===== config.mk =====
export PLATFORM = sky130hd
export DESIGN_NAME = alu_wide_sequencer_flat
export DESIGN_NICKNAME = d
export VERILOG_FILES = /design/src/rtl/alu_seq_pkg.sv /design/src/rtl/alu_wide_sequencer_if.sv /design/src/rtl/alu_seq_cmd_map.sv /design/src/rtl/alu_wide_sequencer.sv /design/src/flat_wrapper.sv
export SDC_FILE = /design/constraint.sdc
export NUM_CORES = 1
export LEC_CHECK = 0
export CAP_MARGIN = 20
export CORE_MARGIN = 5
export CORE_UTILIZATION = 44
export DETAILED_ROUTE_END_ITERATION = 12
export GPL_TIMING_DRIVEN = 0
export PLACE_DENSITY_LB_ADDON = 0.1
export SLEW_MARGIN = 5
export SYNTH_ARGS = -nofsm -noshare
export SYNTH_HDL_FRONTEND = slang
export SYNTH_SLANG_ARGS = --single-unit

===== constraint.sdc =====
create_clock -name clk -period 8.5 [get_ports clk]
set_clock_uncertainty 0.05 [all_clocks]
set_input_delay 1.7 -clock clk [delete_from_list [all_inputs] [get_ports clk]]
set_output_delay 1.7 -clock clk [all_outputs]
set_load 0.02 [all_outputs]

===== src/rtl/alu_seq_pkg.sv =====
// rtl/alu_seq_pkg.sv - op encodings, EXE_CMD constants and state encoding for alu_wide_sequencer
package alu_seq_pkg;

  localparam int CMD_W = 4;

  typedef enum logic [2:0] {
    OP_MOV = 3'd0,
    OP_MVN = 3'd1,
    OP_ADD = 3'd2,
    OP_SUB = 3'd3,
    OP_AND = 3'd4,
    OP_ORR = 3'd5,
    OP_EOR = 3'd6,
    OP_RSV = 3'd7
  } op_e;

  localparam logic [CMD_W-1:0] CMD_NONE = 4'b0000;
  localparam logic [CMD_W-1:0] CMD_MOV  = 4'b0001;
  localparam logic [CMD_W-1:0] CMD_MVN  = 4'b1001;
  localparam logic [CMD_W-1:0] CMD_ADD  = 4'b0010;
  localparam logic [CMD_W-1:0] CMD_ADC  = 4'b0011;
  localparam logic [CMD_W-1:0] CMD_SUB  = 4'b0100;
  localparam logic [CMD_W-1:0] CMD_SBC  = 4'b0101;
  localparam logic [CMD_W-1:0] CMD_AND  = 4'b0110;
  localparam logic [CMD_W-1:0] CMD_ORR  = 4'b0111;
  localparam logic [CMD_W-1:0] CMD_EOR  = 4'b1000;

  typedef enum logic [1:0] {
    ST_IDLE = 2'd0,
    ST_LO   = 2'd1,
    ST_HI   = 2'd2,
    ST_DONE = 2'd3
  } state_e;

endpackage


===== src/rtl/alu_wide_sequencer_if.sv =====
// rtl/alu_wide_sequencer_if.sv - request/response/ALU bundle; ALU_WIDE_SEQ_NARROW_EN adds req_narrow
interface alu_wide_sequencer_if;
  import alu_seq_pkg::*;

  logic             req_valid;
  logic             req_ready;
  logic [2:0]       req_op;
  logic [63:0]      req_a;
  logic [63:0]      req_b;
`ifdef ALU_WIDE_SEQ_NARROW_EN
  logic             req_narrow;
`endif
  logic             rsp_valid;
  logic             rsp_ready;
  logic [63:0]      rsp_w;
  logic [3:0]       rsp_sr;
  logic             alu_sel;
  logic [31:0]      alu_a;
  logic [31:0]      alu_b;
  logic [CMD_W-1:0] alu_cmd;
  logic             alu_c;
  logic [31:0]      alu_w;
  logic [3:0]       alu_sr;

  modport slave (
`ifdef ALU_WIDE_SEQ_NARROW_EN
    input  req_narrow,
`endif
    input  req_valid, req_op, req_a, req_b, rsp_ready, alu_w, alu_sr,
    output req_ready, rsp_valid, rsp_w, rsp_sr, alu_sel, alu_a, alu_b, alu_cmd, alu_c
  );

  modport master (
`ifdef ALU_WIDE_SEQ_NARROW_EN
    output req_narrow,
`endif
    output req_valid, req_op, req_a, req_b, rsp_ready, alu_w, alu_sr,
    input  req_ready, rsp_valid, rsp_w, rsp_sr, alu_sel, alu_a, alu_b, alu_cmd, alu_c
  );

endinterface


===== src/rtl/alu_seq_cmd_map.sv =====
// rtl/alu_seq_cmd_map.sv - maps latched op and pass select to the ALU EXE_CMD
module alu_seq_cmd_map
  import alu_seq_pkg::*;
(
  input  op_e              op_i,
  input  logic             hi_i,
  output logic [CMD_W-1:0] cmd_o
);

  // Only ADD/SUB change command on the high pass, to pick up the chained carry.
  always_comb begin
    cmd_o = CMD_NONE;
    case (op_i)
      OP_MOV:  cmd_o = CMD_MOV;
      OP_MVN:  cmd_o = CMD_MVN;
      OP_ADD:  cmd_o = hi_i ? CMD_ADC : CMD_ADD;
      OP_SUB:  cmd_o = hi_i ? CMD_SBC : CMD_SUB;
      OP_AND:  cmd_o = CMD_AND;
      OP_ORR:  cmd_o = CMD_ORR;
      OP_EOR:  cmd_o = CMD_EOR;
      default: cmd_o = CMD_NONE;
    endcase
  end

endmodule


===== src/rtl/alu_wide_sequencer.sv =====
// rtl/alu_wide_sequencer.sv - runs 64-bit ops as two 32-bit ALU passes; ALU_WIDE_SEQ_NARROW_EN enables single-pass narrow ops
module alu_wide_sequencer
  import alu_seq_pkg::*;
(
  input  logic                 clk,
  input  logic                 rst,
  alu_wide_sequencer_if.slave  bus
);

  state_e      state_q, state_d;
  op_e         op_q, op_d;
  logic [63:0] a_q, a_d;
  logic [63:0] b_q, b_d;
  logic [63:0] w_q, w_d;
  logic [31:0] lo_q, lo_d;
  logic        cy_q, cy_d;
  logic [3:0]  sr_q, sr_d;
`ifdef ALU_WIDE_SEQ_NARROW_EN
  logic        narrow_q, narrow_d;
`endif

  logic             hi_pass;
  logic [CMD_W-1:0] map_cmd;
  logic             req_ready;
  logic             rsp_valid;
  logic             alu_sel;
  logic             alu_c;
  logic [31:0]      alu_a;
  logic [31:0]      alu_b;

  alu_seq_cmd_map u_cmd_map (
    .op_i  (op_q),
    .hi_i  (hi_pass),
    .cmd_o (map_cmd)
  );

  always_ff @(posedge clk or posedge rst) begin
    if (rst) begin
      state_q  <= ST_IDLE;
      op_q     <= OP_MOV;
      a_q      <= '0;
      b_q      <= '0;
      w_q      <= '0;
      lo_q     <= '0;
      cy_q     <= 1'b0;
      sr_q     <= '0;
`ifdef ALU_WIDE_SEQ_NARROW_EN
      narrow_q <= 1'b0;
`endif
    end else begin
      state_q  <= state_d;
      op_q     <= op_d;
      a_q      <= a_d;
      b_q      <= b_d;
      w_q      <= w_d;
      lo_q     <= lo_d;
      cy_q     <= cy_d;
      sr_q     <= sr_d;
`ifdef ALU_WIDE_SEQ_NARROW_EN
      narrow_q <= narrow_d;
`endif
    end
  end

  always_comb begin
    state_d   = state_q;
    op_d      = op_q;
    a_d       = a_q;
    b_d       = b_q;
    w_d       = w_q;
    lo_d      = lo_q;
    cy_d      = cy_q;
    sr_d      = sr_q;
`ifdef ALU_WIDE_SEQ_NARROW_EN
    narrow_d  = narrow_q;
`endif
    hi_pass   = 1'b0;
    req_ready = 1'b0;
    rsp_valid = 1'b0;
    alu_sel   = 1'b0;
    alu_a     = '0;
    alu_b     = '0;
    alu_c     = 1'b0;

    case (state_q)
      ST_IDLE: begin
        req_ready = 1'b1;
        if (bus.req_valid) begin
          op_d     = op_e'(bus.req_op);
          a_d      = bus.req_a;
          b_d      = bus.req_b;
`ifdef ALU_WIDE_SEQ_NARROW_EN
          narrow_d = bus.req_narrow;
`endif
          state_d  = ST_LO;
        end
      end
      ST_LO: begin
        alu_sel = 1'b1;
        alu_a   = a_q[31:0];
        alu_b   = b_q[31:0];
        lo_d    = bus.alu_w;
        // Carry/borrow derived from operands; the ALU's C flag is sign-based and unusable here.
        case (op_q)
          OP_ADD:  cy_d = (bus.alu_w < a_q[31:0]);
          OP_SUB:  cy_d = (a_q[31:0] < b_q[31:0]);
          default: cy_d = 1'b0;
        endcase
        state_d = ST_HI;
`ifdef ALU_WIDE_SEQ_NARROW_EN
        if (narrow_q) begin
          w_d     = {32'h0, bus.alu_w};
          sr_d    = bus.alu_sr;
          state_d = ST_DONE;
        end
`endif
      end
      ST_HI: begin
        hi_pass = 1'b1;
        alu_sel = 1'b1;
        alu_a   = a_q[63:32];
        alu_b   = b_q[63:32];
        alu_c   = cy_q;
        w_d     = {bus.alu_w, lo_q};
        sr_d    = {bus.alu_sr[3], bus.alu_sr[2] & (lo_q == 32'h0), bus.alu_sr[1], bus.alu_sr[0]};
        state_d = ST_DONE;
      end
      ST_DONE: begin
        rsp_valid = 1'b1;
        if (bus.rsp_ready) begin
          state_d = ST_IDLE;
        end
      end
      default: state_d = ST_IDLE;
    endcase
  end

  assign bus.req_ready = req_ready;
  assign bus.rsp_valid = rsp_valid;
  assign bus.rsp_w     = w_q;
  assign bus.rsp_sr    = sr_q;
  assign bus.alu_sel   = alu_sel;
  assign bus.alu_a     = alu_a;
  assign bus.alu_b     = alu_b;
  assign bus.alu_cmd   = alu_sel ? map_cmd : CMD_NONE;
  assign bus.alu_c     = alu_c;

endmodule


===== src/flat_wrapper.sv =====
// flat-port wrapper written by rule: the top's interface ports become plain ports
module alu_wide_sequencer_flat import alu_seq_pkg::*;
  (clk, rst, bus_req_valid, bus_req_op, bus_req_a, bus_req_b, bus_rsp_ready, bus_alu_w, bus_alu_sr, bus_req_ready, bus_rsp_valid, bus_rsp_w, bus_rsp_sr, bus_alu_sel, bus_alu_a, bus_alu_b, bus_alu_cmd, bus_alu_c);
  alu_wide_sequencer_if bus_i ();
  input  logic clk;
  input  logic rst;
  input wire logic [$bits(bus_i.req_valid)-1:0] bus_req_valid;
  input wire logic [$bits(bus_i.req_op)-1:0] bus_req_op;
  input wire logic [$bits(bus_i.req_a)-1:0] bus_req_a;
  input wire logic [$bits(bus_i.req_b)-1:0] bus_req_b;
  input wire logic [$bits(bus_i.rsp_ready)-1:0] bus_rsp_ready;
  input wire logic [$bits(bus_i.alu_w)-1:0] bus_alu_w;
  input wire logic [$bits(bus_i.alu_sr)-1:0] bus_alu_sr;
  output wire logic [$bits(bus_i.req_ready)-1:0] bus_req_ready;
  output wire logic [$bits(bus_i.rsp_valid)-1:0] bus_rsp_valid;
  output wire logic [$bits(bus_i.rsp_w)-1:0] bus_rsp_w;
  output wire logic [$bits(bus_i.rsp_sr)-1:0] bus_rsp_sr;
  output wire logic [$bits(bus_i.alu_sel)-1:0] bus_alu_sel;
  output wire logic [$bits(bus_i.alu_a)-1:0] bus_alu_a;
  output wire logic [$bits(bus_i.alu_b)-1:0] bus_alu_b;
  output wire logic [$bits(bus_i.alu_cmd)-1:0] bus_alu_cmd;
  output wire logic [$bits(bus_i.alu_c)-1:0] bus_alu_c;
  assign bus_i.req_valid = bus_req_valid;
  assign bus_i.req_op = bus_req_op;
  assign bus_i.req_a = bus_req_a;
  assign bus_i.req_b = bus_req_b;
  assign bus_i.rsp_ready = bus_rsp_ready;
  assign bus_i.alu_w = bus_alu_w;
  assign bus_i.alu_sr = bus_alu_sr;
  assign bus_req_ready = bus_i.req_ready;
  assign bus_rsp_valid = bus_i.rsp_valid;
  assign bus_rsp_w = bus_i.rsp_w;
  assign bus_rsp_sr = bus_i.rsp_sr;
  assign bus_alu_sel = bus_i.alu_sel;
  assign bus_alu_a = bus_i.alu_a;
  assign bus_alu_b = bus_i.alu_b;
  assign bus_alu_cmd = bus_i.alu_cmd;
  assign bus_alu_c = bus_i.alu_c;
  alu_wide_sequencer u_core (.clk(clk), .rst(rst), .bus(bus_i));
endmodule

==> metrics.md <==
| Metric | Value |
|---|---|
| Clk sinks | 234 |
| Initial core utilization | 0.449 |
| Maximum buffer depth of the clock tree | 3 |
| Antenna violations before repair | 5 |
| Post-CTS setup buffer count | 0 |
| Cell Count, Final, Fillers Out | 1594 |
| Pre-antenna DRT Iters | 4 |
| Post-Syn Area | 11400 sq um |
| Pin count of the biggest net entering global routing | 99 |
| Via density | 5.23 |
| Post-synth net total | 1140 |
| Met3 WL | 2.41 mm |
| Die height | 171 microns |
| Maximum vdd drop | 0.197 mV |
| CP Cell Sequence | inv_1 > ha_1 > clkbuf_1 > clkbuf_1 > nor2b_1 > clkdlybuf4s50_1 |
| Post-synth EDFFs | 0 |
| Routed len/inst | 21.0 microns |
| Tmin final | 5.08 ns |
| Routed Antenna Nets | 0 |
| # DRC | 0 |
| Crit path DAT | 3.33 ns |
| FMAX | 197 MHz |
| Most used cell, CP | clkbuf_1 |
| Setup Viol. Count Final | 0 |
| WL met1 | 14.4 mm |
| Number of global-route vias before repair | 8809 |
| Share of layout cells above drive strength 1 | 0.237 |
| Core area | 25300 sq um |
| Inst Count DP | 1545 |
| First-pass GRT wire length | 50.3 mm |
| Fin. max-slew vios | 0 |
| CP startpoint kind | register |
| Drt total wl | 33.4 mm |
| Slowest cell on the critical path | clkdlybuf4s50_1 |
| CP max FO | 10 |
| Biggest cell delay along the critical path | 0.63 ns |
| Crit path buffers/inverters | 4 |
| Status | finished, final reports clean |
| Crit Path Class | register to output pin |
| Max-cap violations | 0 |
| Synthesis-stage register bit count | 234 |
| Hold Slack | 0.454 ns |
| Asr flop ratio synth | 1.00 |
| # IOs | 311 |
| Gp weighted congestion | 0.845 |
| Relative slew slack | 0.454 |
| PwrDens | 423 nW/um^2 |
| Crit. End Element | output pin |
| Cell count after synthesis | 903 |
| Post-synth top area share | 0.515 |
| CTS buffer count | 26 |
| Sequential element share of the synthesized area | 0.515 |
| Root buffer cell | clkbuf_16 |
| Buffers on Ports | 310 |
| Clock transition at the registers of the reported paths | 0.06 ns |
| Gr ovfl total | 0 |
| Most common cell in the netlist | dfrtp_1 |
| CTS tree | done |
| Final hold violations | 0 |
| Leakage power | 6.73 nW |
| Dominant cell type by area after synthesis | dfrtp_1 |
| Top delay family on crit path | buffers and inverters |
| P&R area growth vs syn | 39.0% |
| Post-CTS resize count | 0 |
| RSZ-0062 raised after global routing | no |
| Filler cell count | 2054 |
| Die area | 29100 sq um |
| Netlist cell types | 40 |
| GR Util All Layers | 0.223 |
| Critical Path RT | 6.75 ns |
| Dominant synthesized flop cell | dfrtp_1 |
| Worst-Skew Late Latency | 0.52 ns |
| Final #Nets | 1480 |
| Post-synth top cells | 234 x dfrtp_1, 230 x mux2_2, 70 x nor2b_1, 67 x inv_1, 66 x ha_1 |
| Mapped Avg Cell Area | 12.6 sq um |
| CTS H-tree depth | 1 |
| Iter 0 DRT Violations | 390 |
| DP Wirelength | 25.7 mm |
| FP Rows | 58 |
| Routed vias | 8341 |
| Synthesis warning total | 0 |
| Largest cells by area after synthesis | dfrtp_1 52%, mux2_2 23%, ha_1 7.3% |
| Uppermost routed layer | met5 |
| Hold Crit Class | register to register |
| Transition time of the tightest slew-check pin | 0.820 ns |
| Hold_buf cts | 0 |
| Met2 wire length | 15.6 mm |
| Die Span X | 171 microns |
| Final period util | 0.598 |
-- area by class of cell --
cell class                 instances  area [sq um]  area share
sequential                       234          5860       0.371
multi-input combinational        554          5050       0.320
timing repair buffer             312          3160       0.200
clock buffer                      34           752      0.0476
tap                              330           413      0.0261
inverter                          68           263      0.0166
buffer                            47           205      0.0130
clock inverter                    11          88.8     0.00562
antenna                            4          10.0    0.000634
-- power by group --
part / total, mW / switching (mW) / internal (mW)
combinational: 3.43 / 1.67 / 1.76
clock: 1.11 / 0.455 / 0.650
sequential: 2.14 / 0.446 / 1.70
-- cells in the final DEF (no fill, tap or decap), drive strengths merged, types with 3 or more instances in the layout --
cell,Yosys,layout
clkdlybuf4s50,0,310
dfrtp,234,234
mux2,230,230
nor2b,70,70
inv,68,69
ha,66,66
a22oi,65,65
clkbuf,21,55
buf,26,28
a21oi,25,25
nand2,16,16
o21ai,14,14
nor2,9,9
nand4,9,9
nor4,8,8
clkinv,0,8
nand3,5,5
a2111oi,5,5
diode,0,4
a21o,4,4
nand2b,3,3
a31oi,3,3
and2,3,3
-- logic make-up after synthesis --
family | count (synthesis) | synth area share
buffers and inverters | 115 | 0.0405
adder cells (fa/ha/maj) | 66 | 0.0726
flip-flops | 234 | 0.515
AND/OR/NAND/NOR | 133 | 0.0686
multiplexers | 230 | 0.228
AO/OA/AOI/OAI | 125 | 0.0753
-- routing by layer --
| layer | up-vias | global-route usage |
|---|---|---|
| met2 | 232 | 0.363 |
| met3 | 53 | 0.0497 |
| li1 | 3917 | - |
| met4 | 2 | 0.0691 |
| met1 | 4137 | 0.299 |
| met5 | - | 0 |
-- flip-flops by register name, summed over array words and instances, names as in the netlist --
register	count
u_core.op_q	3
u_core.cy_q	1
u_core.bus.rsp_sr	4
u_core.state_q	2
u_core.bus.rsp_w	64
u_core.lo_q	32
u_core.b_q	64
u_core.a_q	64
-- final timing paths --
| check | startpoint | endpoint | slack [ns] | cells past startpoint |
|---|---|---|---|---|
| max | u_core.state_q[0] | bus_alu_a[30] | 3.42 | 6 |
| min | u_core.bus.rsp_w[32] | u_core.bus.rsp_w[32] | 0.45 | 1 |
| max reg2reg | u_core.state_q[1] | u_core.lo_q[11] | 6.09 | 6 |
| min reg2reg | u_core.bus.rsp_w[32] | u_core.bus.rsp_w[32] | 0.45 | 1 |
| max in group asynchronous | rst | u_core.b_q[6] | 6.00 | 3 |
| min in group asynchronous | rst | u_core.bus.rsp_w[26] | 1.54 | 2 |
-- metrics by stage --
stage	setup slack, ns	cell area [sq um]	util	setup TNS, ns	total power, mW
after floorplan	0.332	11400	-	0	4.17
after global placement	-3.01	14900	0.588	-697.50	5.52
after detailed placement	3.97	14900	0.590	0	5.61
after CTS	3.39	15800	0.623	0	6.75
after global routing	3.26	15800	0.624	0	7.12
final	3.42	15800	0.624	0	6.68
-- worst reg2reg max path, stage by stage (launching register included) --
cell	delay, ns
dfrtp_1	0.40
inv_1	0.11
ha_1	0.14
buf_2	0.27
clkbuf_1	0.58
buf_2	0.38
mux2_2	0.37
No activity file was read; power rests on OpenSTA's default activity.
